[config.mk]
export PLATFORM = sky130hd
export DESIGN_NAME = paral_serial_lanes_flat
export DESIGN_NICKNAME = d
export VERILOG_FILES = /design/src/rtl/paral_serial_lanes_if.sv /design/src/rtl/paral_serial_lanes.sv /design/src/flat_wrapper.sv
export SDC_FILE = /design/constraint.sdc
export NUM_CORES = 1
export LEC_CHECK = 0
export CORE_MARGIN = 2
export CORE_UTILIZATION = 50
export CTS_CLUSTER_DIAMETER = 30
export CTS_CLUSTER_SIZE = 24
export DETAILED_ROUTE_END_ITERATION = 7
export PLACE_DENSITY = 0.86
export SLEW_MARGIN = 20
export SYNTH_ARGS = -nofsm -noshare
export SYNTH_HDL_FRONTEND = slang
export SYNTH_SLANG_ARGS = --single-unit
export TNS_END_PERCENT = 10
[constraint.sdc]
create_clock -name clk_8f -period 3.9 [get_ports clk_8f]
set_input_delay 0.78 -clock clk_8f [delete_from_list [all_inputs] [get_ports clk_8f]]
set_output_delay 0.78 -clock clk_8f [all_outputs]
set_load 0.005 [all_outputs]
[src/rtl/paral_serial_lanes_if.sv]
// Lane bus between the byte-striping logic and the serialiser: per-lane symbols
// and valids in, load strobe, serial bits and data-mode flag out.
interface paral_serial_lanes_if #(
  parameter int unsigned LANES = 2,
  parameter int unsigned WIDTH = 8
);
  logic [LANES*WIDTH-1:0] data_in;
  logic [LANES-1:0]       valid_in;
  logic                   load;
  logic [LANES-1:0]       serial_out;
  logic                   active;

  modport master (output data_in, valid_in, input load, serial_out, active);
  modport slave  (input data_in, valid_in, output load, serial_out, active);
endinterface

[src/rtl/paral_serial_lanes.sv]
// N-lane MSB-first parallel-to-serial transmitter: COM training burst after
// reset, then per-lane data or IDLE symbols back to back.
module paral_serial_lanes #(
  parameter int unsigned     LANES     = 2,
  parameter int unsigned     WIDTH     = 8,
  parameter logic [WIDTH-1:0] COM_SYM  = 8'hBC,
  parameter logic [WIDTH-1:0] IDLE_SYM = 8'h7C,
  parameter int unsigned     COM_COUNT = 4
) (
  input  logic                clk_8f,
  input  logic                reset,
  paral_serial_lanes_if.slave lanes
);
  localparam int unsigned CW = $clog2(WIDTH);
  localparam int unsigned NW = $clog2(COM_COUNT + 1);

  typedef enum logic {TRAIN, ACTIVE} state_t;

  state_t                        state, state_nxt;
  logic [CW-1:0]                 cnt;
  logic [NW-1:0]                 com_cnt;
  logic [LANES-1:0][WIDTH-1:0]   shreg, sym_nxt;
  logic                          load_i;
  logic                          data_mode;

  assign load_i = (cnt == CW'(WIDTH - 1));
  // The load edge that sees the full COM count already carries data.
  assign data_mode = (state == ACTIVE) || (com_cnt == NW'(COM_COUNT));

  always_ff @(posedge clk_8f or negedge reset) begin
    if (!reset) state <= TRAIN;
    else        state <= state_nxt;
  end

  always_comb begin
    state_nxt = state;
    if (state == TRAIN && load_i && com_cnt == NW'(COM_COUNT))
      state_nxt = ACTIVE;
  end

  always_comb begin
    lanes.load   = load_i;
    lanes.active = (state == ACTIVE);
    for (int unsigned i = 0; i < LANES; i++)
      lanes.serial_out[i] = shreg[i][WIDTH-1];
  end

  always_comb begin
    sym_nxt = '0;
    for (int unsigned i = 0; i < LANES; i++) begin
      if (!data_mode)             sym_nxt[i] = COM_SYM;
      else if (lanes.valid_in[i]) sym_nxt[i] = lanes.data_in[i*WIDTH +: WIDTH];
      else                        sym_nxt[i] = IDLE_SYM;
    end
  end

  always_ff @(posedge clk_8f or negedge reset) begin
    if (!reset) begin
      cnt     <= CW'(WIDTH - 1);
      com_cnt <= '0;
      shreg   <= '0;
    end else begin
      cnt <= load_i ? '0 : cnt + 1'b1;
      if (load_i && state == TRAIN && com_cnt != NW'(COM_COUNT))
        com_cnt <= com_cnt + 1'b1;
      for (int unsigned i = 0; i < LANES; i++)
        shreg[i] <= load_i ? sym_nxt[i] : {shreg[i][WIDTH-2:0], 1'b0};
    end
  end
endmodule

[src/flat_wrapper.sv]
// flat-port wrapper written by rule: the top's interface ports become plain ports
module paral_serial_lanes_flat 
#(
  parameter int unsigned     LANES     = 2,
  parameter int unsigned     WIDTH     = 8,
  parameter logic [WIDTH-1:0] COM_SYM  = 8'hBC,
  parameter logic [WIDTH-1:0] IDLE_SYM = 8'h7C,
  parameter int unsigned     COM_COUNT = 4
)
  (clk_8f, reset, lanes_data_in, lanes_valid_in, lanes_load, lanes_serial_out, lanes_active);
  paral_serial_lanes_if #(.LANES(LANES), .WIDTH(WIDTH)) lanes_i ();
  input  logic clk_8f;
  input  logic reset;
  input wire logic [$bits(lanes_i.data_in)-1:0] lanes_data_in;
  input wire logic [$bits(lanes_i.valid_in)-1:0] lanes_valid_in;
  output wire logic [$bits(lanes_i.load)-1:0] lanes_load;
  output wire logic [$bits(lanes_i.serial_out)-1:0] lanes_serial_out;
  output wire logic [$bits(lanes_i.active)-1:0] lanes_active;
  assign lanes_i.data_in = lanes_data_in;
  assign lanes_i.valid_in = lanes_valid_in;
  assign lanes_load = lanes_i.load;
  assign lanes_serial_out = lanes_i.serial_out;
  assign lanes_active = lanes_i.active;
  paral_serial_lanes #(.LANES(LANES), .WIDTH(WIDTH), .COM_SYM(COM_SYM), .IDLE_SYM(IDLE_SYM), .COM_COUNT(COM_COUNT)) u_core (.clk_8f(clk_8f), .reset(reset), .lanes(lanes_i));
endmodule
; ---- Word-level counts from Yosys, hierarchy flattened
; Index checks and enable logic that the tools add are counted.
[word_totals]
ff_bits = 23
latch_bits = 0
mem_bits_rw = 0
mem_bits_ro = 0
in_bits = 20
output_inout_bits = 4
wordCells = 22
n_memories = 0
[classes]
add_sub_neg = 2
mul = 0
div = 0
order_cmp = 0
n_eq_ne = 3
shifts = 0
mux = 7
n_bitwise = 1
n_reduce_logical = 4
[ops]
columns = operator, n
row1 = 8-bit 2-to-1 mux, 6
row2 = "3-bit by 1-bit adder with 3-bit output, second input constant", 2
row3 = "3-bit == test, second input constant", 2
row4 = 1-bit logical AND, 3
row5 = 3-bit 2-to-1 mux, 1
row6 = "3-bit inequality test, second input constant", 1
row7 = 1-bit logical OR, 1
row8 = 1-bit NOT, 1

; ---- Logic depth before layout (Yosys ltp)
[logic_depth]
depth_word = 4
ltp_mapped = 6
depth_no_buf = 5

; ---- Worst setup path after synthesis
; Ideal clock, no wire load.
[synth_path]
path_kind = register -> output
startpoint = register u_core.cnt[0]
endpoint = output port lanes_load
arrival_time_ns = 0.836
t_required_ns = 3.120
setup_slack_ns = 2.284
stages_incl_launch_ff = 3
n_path_buf = 0
path_cell_list = dfstp_2 ha_1 ha_1
[synth_between]
elab_chain_len = 1
[synth_lines]
columns = item, line_no
row1 = "start, declared", paral_serial_lanes.sv:20  ; logic [CW-1:0] cnt;
row2 = "start signal, assigned", paral_serial_lanes.sv:59  ; cnt <= CW'(WIDTH - 1);
row3 = "start signal, assigned", paral_serial_lanes.sv:63  ; cnt <= load_i ? '0 : cnt + 1'b1;
row4 = 3-bit == test, paral_serial_lanes.sv:26  ; assign load_i = (cnt == CW'(WIDTH - 1));
row5 = "end, declared", flat_wrapper.sv:16  ; output wire logic [$bits(lanes_i.load)-1:0] lanes_load;
; Every way passes these cells.

; ---- Worst setup path after layout
; Ends and elaborated chain as after synthesis.

==> reports/metrics.cfg <==
[floorplan]
dieArea_sq_um=2290
io-pin-count=24
die_height_um=47.9
core_area_sq_um=1760
rows=15
die_w_um=47.9
start_util=0.546

[timing]
tightestPinTransition_ns=0.481
rsz0062_at_grt=no
fin_ws_ns=1.20
slew_headroom=0.679
maxSlewViolCount=0
hold_viol=0
layout_min_cycle_time_ns=2.70
period_share=0.692
tns_ns=0
fin_skew_ns=0.00617
fmax_mhz=370
setup_violations=0

[route]
drt-initial-drc-count=4
ant_nets=0
wl_um=1560
vias=628
avgViaCountPerCell=5.02
dr.pass1.iters=4
met1_length_um=637
route.met2.wl_um=835
drc=0
dr_wl_met3_um=69
top_layer=met4
routedWlPerCell_um=12.5

[yosys]
synth_seq_cells=23
synth_top_area_frac=0.519
avgSynthCellArea_sq_um=12.7
synth_top_cells_by_area=dfrtp_1, dfstp_2, o22a_1, ha_1, inv_1
yosys_warnings=0
syn_area_sq_um=963
syn_inst=76
yosys.area.top_type=dfrtp_1
synth_cell_types=22
syn_nets=100
synth_seq_area_share=0.601

[cells_and_area]
regArea_sq_um=579
utilization=0.691
insertedDiodeCount=0
multi_input_area_sq_um=320
num-fill-cells=146
nNetsFinal=125
syn_to_final_growth_pct=26.6
final_area_sq_um=1220
final_layout_size_suffix_gt1_frac=0.160

[power]
peakVddDrop_mv=0.324
p_total_w=0.000386
p_leak_nw=0.526
power_density_nw_per_um2=317

[worst_setup_path]
start_kind=register
worstPathRequired_ns=3.12
worst-setup-path-type=reg2out
crit_fanout=22
worst_setup_path_end_kind=output pin
worstPathArrival_ns=1.92
reg2reg_slack_ns=2.11

[place]
place_area_sq_um=1200
io_buffers=23
post-place-ws_ns=1.53
gp_congestion=0.759
dp_hpwl_um=1190

[clock_tree]
cts-resized-gates=0
cts_tree=yes
htreeDepth=1
clkTransAtPathRegs_ns=0.12
numCtsBuffers=3
postCtsSetupBuffers=0
root_buffer=clkbuf_4
holdBufCountCts=0
insertion_delay_ns=0.30
cts_sinks=23
cts.path.max_buffers=2

[grt]
track_usage=0.166
grt_pass1_vias=587
grt_overflow=0
grt_pass1_wl_um=2500
antenna_found_initial=0
grt_max_degree=24

[min_path]
min-delay-path-class=in2async

[status]
status=finished, final reports clean

[job]
cap_violations=0

path summary, 6_finish.rpt:
check	from	endpoint	cells after the start
setup reg to reg	u_core.cnt[0]	u_core.com_cnt[1]	6
min in group clk_8f	u_core.shreg[3]	u_core.shreg[4]	1
max in group asynchronous	reset	u_core.cnt[0]	1
hold reg to reg	u_core.shreg[3]	u_core.shreg[4]	1
setup / recovery	u_core.cnt[0]	lanes_load	4
hold / removal	reset	u_core.lanes.active	1
layer usage:
| layer | up-vias | global-route usage |
|---|---|---|
| li1 | 307 | - |
| met3 | 2 | 0.0679 |
| met1 | 304 | 0.189 |
| met5 | - | 0 |
| met2 | 15 | 0.277 |
| met4 | 0 | 0.0649 |
cells by family after synthesis:
group	count (synthesis)	synth area share
muxes	1	0.0156
xor gates and xnor gates	1	0.00909
DFF	23	0.601
adders and majority gates	4	0.0520
and+or+nand+nor	17	0.110
buffers and inverters	12	0.0662
AOI/OAI and AO/OA	18	0.145
cells in the mapped netlist:
cell,n
nor2b_1,3
mux2_4,1
nand2_1,4
a21oi_1,3
nor2_1,3
nand2_2,1
and3_1,2
ha_1,4
a31oi_1,1
nor2b_4,1
dfstp_2,3
and2_4,1
xnor2_1,1
inv_1,8
dfrtp_1,20
buf_4,3
a21o_4,1
o22a_1,8
buf_6,1
o22ai_1,4
a31o_2,1
nand3_2,2
worst max-delay path, stage by stage, from the launching register on:
cell	delay, ns
dfstp_2	0.55
ha_1	0.14
ha_1	0.14
buf_4	0.24
clkdlybuf4s50_1	0.54
sequential cells by signal (all words and copies together) (netlist names):
| name | count |
|---|---|
| u_core.lanes.active | 1 |
| u_core.shreg | 14 |
| u_core.lanes.serial_out | 2 |
| u_core.com_cnt | 3 |
| u_core.cnt | 3 |
metrics by stage:
step,hold slack [ns],instances
after floorplan,0.448,76
after global placement,0.451,121
after detailed placement,0.461,121
after CTS,0.488,125
after global routing,0.439,125
final,0.416,125
area by class of cell:
class                           instances  share of cell area
Clock buffer                            4              0.0215
Inverter                                8              0.0246
Multi-Input combinational cell         41               0.263
Sequential cell                        23               0.475
Tap cell                               25              0.0256
Timing Repair Buffer                   24               0.191
placed cells by master (no fill, tap or decap):
master           count
a21o_4               1
a21oi_1              3
a31o_2               1
a31oi_1              1
and2_4               1
and3_1               2
buf_2                1
buf_4                1
clkbuf_1             1
clkbuf_4             3
clkdlybuf4s50_1     22
dfrtp_1             20
dfstp_2              3
ha_1                 4
inv_1                8
mux2_4               1
nand2_1              4
nand2_2              1
nand3_2              2
nor2_1               3
nor2b_1              3
nor2b_4              1
o22a_1               8
o22ai_1              4
xnor2_1              1
power breakdown:
group,internal (W),total [W],switching [W]
Sequential,0.000246,0.000248,0.00000204
Clock,0.0000399,0.000104,0.0000644
Combinational,0.0000232,0.0000341,0.0000109
(Power assumes the default switching activity.)
